==> config.mk <==
export PLATFORM = sky130hd
export DESIGN_NAME = param_ram_arbiter
export DESIGN_NICKNAME = d
export VERILOG_FILES = /design/src/rtl/param_ram_arbiter.sv
export SDC_FILE = /design/constraint.sdc
export NUM_CORES = 1
export LEC_CHECK = 0
export CAP_MARGIN = 20
export CORE_MARGIN = 4
export CORE_UTILIZATION = 29
export DETAILED_ROUTE_END_ITERATION = 12
export PLACE_DENSITY = 0.76
export RECOVER_POWER = 100
export SYNTH_ARGS = -nofsm -noshare
export SYNTH_HDL_FRONTEND = slang
export SYNTH_SLANG_ARGS = --single-unit
==> constraint.sdc <==
create_clock -name clk -period 2.2 [get_ports clk]
set_clock_uncertainty 0.15 [all_clocks]
set_input_delay 0.33 -clock clk [delete_from_list [all_inputs] [get_ports clk]]
set_output_delay 0.33 -clock clk [all_outputs]
set_load 0.02 [all_outputs]
==> src/rtl/param_ram_arbiter.sv <==
// Two-requester round-robin front end for one param_ram instance.
// After reset, and again on init_req, a sweep writes zero to every RAM word.
module param_ram_arbiter #(
  parameter int WIDTH_DATA = 16,
  parameter int NUMWORDS   = 256,
  localparam int AW        = $clog2(NUMWORDS)
) (
  input  logic                    clk,
  input  logic                    rst_n,
  input  logic                    init_req,
  output logic                    init_busy,
  input  logic [1:0]              req_valid,
  input  logic [1:0]              req_we,
  input  logic [2*AW-1:0]         req_addr,
  input  logic [2*WIDTH_DATA-1:0] req_wdata,
  output logic [1:0]              req_ready,
  output logic [1:0]              rsp_valid,
  output logic [WIDTH_DATA-1:0]   rsp_data,
  output logic                    ram_wr_en,
  output logic [AW-1:0]           ram_wr_addr,
  output logic [WIDTH_DATA-1:0]   ram_wr_data,
  output logic                    ram_rd_en,
  output logic [AW-1:0]           ram_rd_addr,
  input  logic [WIDTH_DATA-1:0]   ram_rd_data
);

  typedef enum logic [0:0] {
    ST_INIT = 1'b0,
    ST_RUN  = 1'b1
  } state_t;

  // The counter is one bit wider than the address so the last sweep word never aliases 0.
  localparam logic [AW:0] LAST_WORD = (AW+1)'(NUMWORDS - 1);

  state_t                  state_r;
  state_t                  state_nxt_s;
  logic [AW:0]             init_cnt_r;
  logic [AW:0]             init_cnt_nxt_s;
  logic                    rr_last_r;
  logic [1:0]              rsp_valid_r;
  logic [1:0]              grant_s;
  logic                    grant_idx_s;
  logic                    sel_we_s;
  logic [AW-1:0]           sel_addr_s;
  logic [WIDTH_DATA-1:0]   sel_wdata_s;

  // State register and sweep counter
  always_ff @(posedge clk) begin
    if (!rst_n) begin
      state_r    <= ST_INIT;
      init_cnt_r <= {(AW+1){1'b0}};
    end else begin
      state_r    <= state_nxt_s;
      init_cnt_r <= init_cnt_nxt_s;
    end
  end

  // Next-state and sweep counter advance
  always_comb begin
    state_nxt_s    = state_r;
    init_cnt_nxt_s = init_cnt_r;
    case (state_r)
      ST_INIT: begin
        if (init_cnt_r == LAST_WORD) begin
          state_nxt_s    = ST_RUN;
          init_cnt_nxt_s = {(AW+1){1'b0}};
        end else begin
          init_cnt_nxt_s = init_cnt_r + {{AW{1'b0}}, 1'b1};
        end
      end
      ST_RUN: begin
        if (init_req) begin
          state_nxt_s    = ST_INIT;
          init_cnt_nxt_s = {(AW+1){1'b0}};
        end else begin
          state_nxt_s    = ST_RUN;
        end
      end
      default: begin
        state_nxt_s    = ST_INIT;
        init_cnt_nxt_s = {(AW+1){1'b0}};
      end
    endcase
  end

  // Round-robin grant: with both valid, the requester that did not win last goes
  always_comb begin
    grant_s     = 2'b00;
    grant_idx_s = 1'b0;
    if (rst_n && (state_r == ST_RUN) && !init_req) begin
      case (req_valid)
        2'b01: begin
          grant_s     = 2'b01;
          grant_idx_s = 1'b0;
        end
        2'b10: begin
          grant_s     = 2'b10;
          grant_idx_s = 1'b1;
        end
        2'b11: begin
          grant_idx_s = ~rr_last_r;
          grant_s     = rr_last_r ? 2'b01 : 2'b10;
        end
        default: begin
          grant_s     = 2'b00;
          grant_idx_s = 1'b0;
        end
      endcase
    end else begin
      grant_s     = 2'b00;
      grant_idx_s = 1'b0;
    end
  end

  // Operand selection for the granted requester
  always_comb begin
    if (grant_idx_s) begin
      sel_we_s    = req_we[1];
      sel_addr_s  = req_addr[2*AW-1:AW];
      sel_wdata_s = req_wdata[2*WIDTH_DATA-1:WIDTH_DATA];
    end else begin
      sel_we_s    = req_we[0];
      sel_addr_s  = req_addr[AW-1:0];
      sel_wdata_s = req_wdata[WIDTH_DATA-1:0];
    end
  end

  // Output decode: sweep writes in INIT, granted operation in RUN, all quiet in reset
  always_comb begin
    init_busy   = 1'b1;
    ram_wr_en   = 1'b0;
    ram_wr_addr = {AW{1'b0}};
    ram_wr_data = {WIDTH_DATA{1'b0}};
    ram_rd_en   = 1'b0;
    ram_rd_addr = {AW{1'b0}};
    if (!rst_n) begin
      init_busy = 1'b1;
    end else begin
      case (state_r)
        ST_INIT: begin
          init_busy   = 1'b1;
          ram_wr_en   = 1'b1;
          ram_wr_addr = init_cnt_r[AW-1:0];
          ram_wr_data = {WIDTH_DATA{1'b0}};
        end
        ST_RUN: begin
          init_busy = 1'b0;
          if ((grant_s != 2'b00) && sel_we_s) begin
            ram_wr_en   = 1'b1;
            ram_wr_addr = sel_addr_s;
            ram_wr_data = sel_wdata_s;
          end else if (grant_s != 2'b00) begin
            ram_rd_en   = 1'b1;
            ram_rd_addr = sel_addr_s;
          end else begin
            ram_wr_en = 1'b0;
            ram_rd_en = 1'b0;
          end
        end
        default: begin
          init_busy = 1'b1;
        end
      endcase
    end
  end

  // Round-robin history and read-response tracking
  always_ff @(posedge clk) begin
    if (!rst_n) begin
      rr_last_r   <= 1'b1;
      rsp_valid_r <= 2'b00;
    end else begin
      if (grant_s != 2'b00) begin
        rr_last_r <= grant_idx_s;
      end
      rsp_valid_r <= ((grant_s != 2'b00) && !sel_we_s) ? grant_s : 2'b00;
    end
  end

  assign req_ready = grant_s;
  assign rsp_valid = rsp_valid_r;
  assign rsp_data  = ram_rd_data;

endmodule
==> results.py <==
metrics = {
    "run_status": {
        "outcome": "completed",
    },
    "cells_and_area": {
        "fillers": 414,
        "nets": 345,
        "antenna_cells": 0,
        "drive_gt1_frac": 0.265,
        "syn_to_final_growth_pct": 79.5,
        "final_cell_mix": "clkdlybuf4s50_1, nand2_1, buf_2",
        "final_common_cell": "clkdlybuf4s50_1",
        "final_util": 0.547,
    },
    "route": {
        "drt-initial-drc-count": 44,
        "wl_um": 5050,
        "route.detailed.drc": 0,
        "dr_total_vias": 1623,
        "drtAntennaViolNets": 0,
        "via_per_inst": 5.04,
        "first_pass_iters": 4,
        "wl_per_cell_um": 15.7,
    },
    "worst_setup_path": {
        "worstPathCellList": "dlygate4sd2_1, and3b_2, nand2_8, clkinv_8, mux2i_2, o21ai_0, buf_2",
        "crit_family": "buffers and inverters",
        "startpoint_type": "input port",
        "arrival_ps": 1680,
        "required_ps": 1720,
        "crit_type": "input port to output port",
        "critical_path.endpoint_type": "output port",
        "r2r_cells": 5,
        "crit_cells": 7,
        "cpPeakStageDelay_ps": 340,
        "path_buf_inv": 3,
        "path_max_fanout": 5,
        "critical-path-slowest-cell": "and3b_2",
    },
    "cts": {
        "clock_path_buffers": 2,
        "cts_tree": "built",
        "cts.sinks": 13,
        "cts_max_level": 1,
        "clk-insertion-delay-late_ps": 250,
        "cts_buffers": 3,
        "clk_pin_slew_ps": 50,
        "root_buffer": "clkbuf_8",
    },
    "yosys": {
        "synthDistinctLibCells": 40,
        "synth-seq-area-share": 0.210,
        "synth_compound_area_frac": 0.239,
        "synth_cells": 181,
        "ys_ff_latch": 13,
        "synthAdderAreaFrac": 0.0101,
        "synthFlopType": "dfxtp_1",
        "synth_top_family_by_area": "simple AND/OR/NAND/NOR gates",
        "synth_nets": 253,
        "synth-edff-count": 0,
        "synth-warning-count": 0,
        "syn_area_um2": 1240,
        "muxShareOfSynthArea": 0.0738,
        "async_flop_share": 0,
        "syn_avg_cell_area_um2": 6.84,
        "synthSimpleGateAreaFrac": 0.299,
        "synthXorXnorAreaFrac": 0.00708,
    },
    "sta": {
        "drv_slew": 0,
        "fin_crit_ps": 2160,
        "worst_pin_slew_ps": 482,
        "clock.fmax_mhz": 463,
        "final-setup-viol-count": 0,
        "finalCritPeriodShare": 0.981,
        "relSlewSlack": 0.679,
        "finalHoldViolCount": 0,
    },
    "power": {
        "powerDensity_nw_per_um2": 296,
        "p_sw_uw": 164,
        "seq_power_share": 0.389,
        "power.total_uw": 656,
        "switching_share": 0.249,
        "p_comb_frac": 0.281,
        "ir_worst_vdd_uv": 241,
        "pwr-share-clk": 0.330,
        "p_leak_uw": 0.000957,
        "internal_power_uw": 493,
    },
    "floorplanning": {
        "ios": 126,
        "dieArea_um2": 5380,
        "fp-row-count": 23,
        "die_w_um": 73.3,
        "die_h_um": 73.3,
        "initial_utilization": 0.305,
        "core_area_um2": 4060,
    },
    "run": {
        "cap_viol_max_count": 0,
    },
    "hold_path": {
        "hold_class": "input port to register",
        "hold_path_depth": 3,
    },
    "global_route": {
        "track_usage": 0.179,
        "first_global_vias": 1481,
        "grt_max_degree": 18,
        "grt_pass1_wl_um": 7580,
        "overflow": 0,
        "grt_antenna_before_repair": 0,
    },
    "placed_design": {
        "globalplace.congestion": 0.849,
        "io_buffers": 93,
        "hpwlAfterDp_um": 3720,
    },
}
## power groups by stage
stage | clock network [uW] | logic (uW) | registers (uW)
after floorplan | 0 | 90.6 | 256
after global placement | 0 | 171 | 259
after detailed placement | 0 | 173 | 259
after CTS | 225 | 182 | 255
after global routing | 233 | 198 | 257
final | 216 | 185 | 255
## through the flow
stage                     area [um2]  hold slack [ps]  std cells  setup WS, ps  TNS, ps
after global placement          2180              314        316          -743   -22070
after global routing            2220              282        322         -9.80    -9.80
after CTS                       2220              329        322          3.17        0
final                           2220              244        322          41.0        0
after detailed placement        2180              321        316          -789   -22380
after floorplan                 1240              252        181           183        0
## worst reg2reg max path, cell delays in order (launching register included)
cell     delay, ps
dfxtp_1        350
ha_1           280
and4_1         260
a21oi_1        410
o21ai_0        190
a31oi_1        200
## worst paths after layout
check	endpoint	slack, ps	start
worst max-delay path	ram_wr_addr[5]	40	init_req
worst min-delay path	rsp_valid[0]	240	req_valid[0]
worst max register to register	init_cnt_r[5]	290	init_cnt_r[0]
worst min register to register	init_cnt_r[8]	330	init_cnt_r[8]
## metal layers
metal	part of all wire	track usage	up-vias
li1	-	-	797
met1	0.43	0.227	759
met2	0.48	0.309	64
met3	0.091	0.0492	3
met4	0.0050	0.0262	0
met5	0	0	-
## area by class of cell
type / count / area (um2) / share of cell area
inverter: 3 / 37.5 / 0.0169
timing repair inverter: 2 / 32.5 / 0.0146
tap: 50 / 62.6 / 0.0282
timing repair buffer: 111 / 903 / 0.407
multi-input combinational: 139 / 878 / 0.395
sequential: 13 / 262 / 0.118
clock buffer: 4 / 45.0 / 0.0203
## synthesized netlist by cell type, types with 2 or more instances
cell / count / share of area
a31oi_1: 3 / 0.015
nand2b_1: 2 / 0.010
nor2_1: 11 / 0.033
nand4_1: 5 / 0.025
mux2i_1: 8 / 0.065
o22ai_1: 2 / 0.010
nor2b_1: 3 / 0.015
nand3_1: 2 / 0.0081
buf_2: 2 / 0.0081
dfxtp_1: 13 / 0.21
o21ai_0: 12 / 0.049
a21boi_0: 2 / 0.012
nor3_1: 3 / 0.012
a21oi_1: 18 / 0.073
inv_1: 2 / 0.0061
nand2_1: 48 / 0.15
a22o_1: 2 / 0.014
clkbuf_1: 5 / 0.015
buf_4: 17 / 0.10
## registers in the layout, summed over array words and instances, names as in the netlist
| register | cells |
|---|---|
| init_cnt_r | 9 |
| state_r | 1 |
| rsp_valid | 2 |
| rr_last_r | 1 |
## logic make-up after synthesis
logic type / count (synthesis)
muxes: 9
AOI/OAI and AO/OA: 48
xor gates and xnor gates: 1
adders and majority gates: 1
DFF: 13
and+or+nand+nor: 80
buffers and inverters: 29
## timing repair
item | CTS | global route
setup endpoints to repair | 36 | 23
gates resized for setup | 171 | 11
setup buffers | 0 | 0
endpoints found under the hold margin | 0 | 0
pin swaps | 4 | 3
gates cloned | 2 | 0
hold buffers | 0 | 0
(Power assumes the default switching activity.)
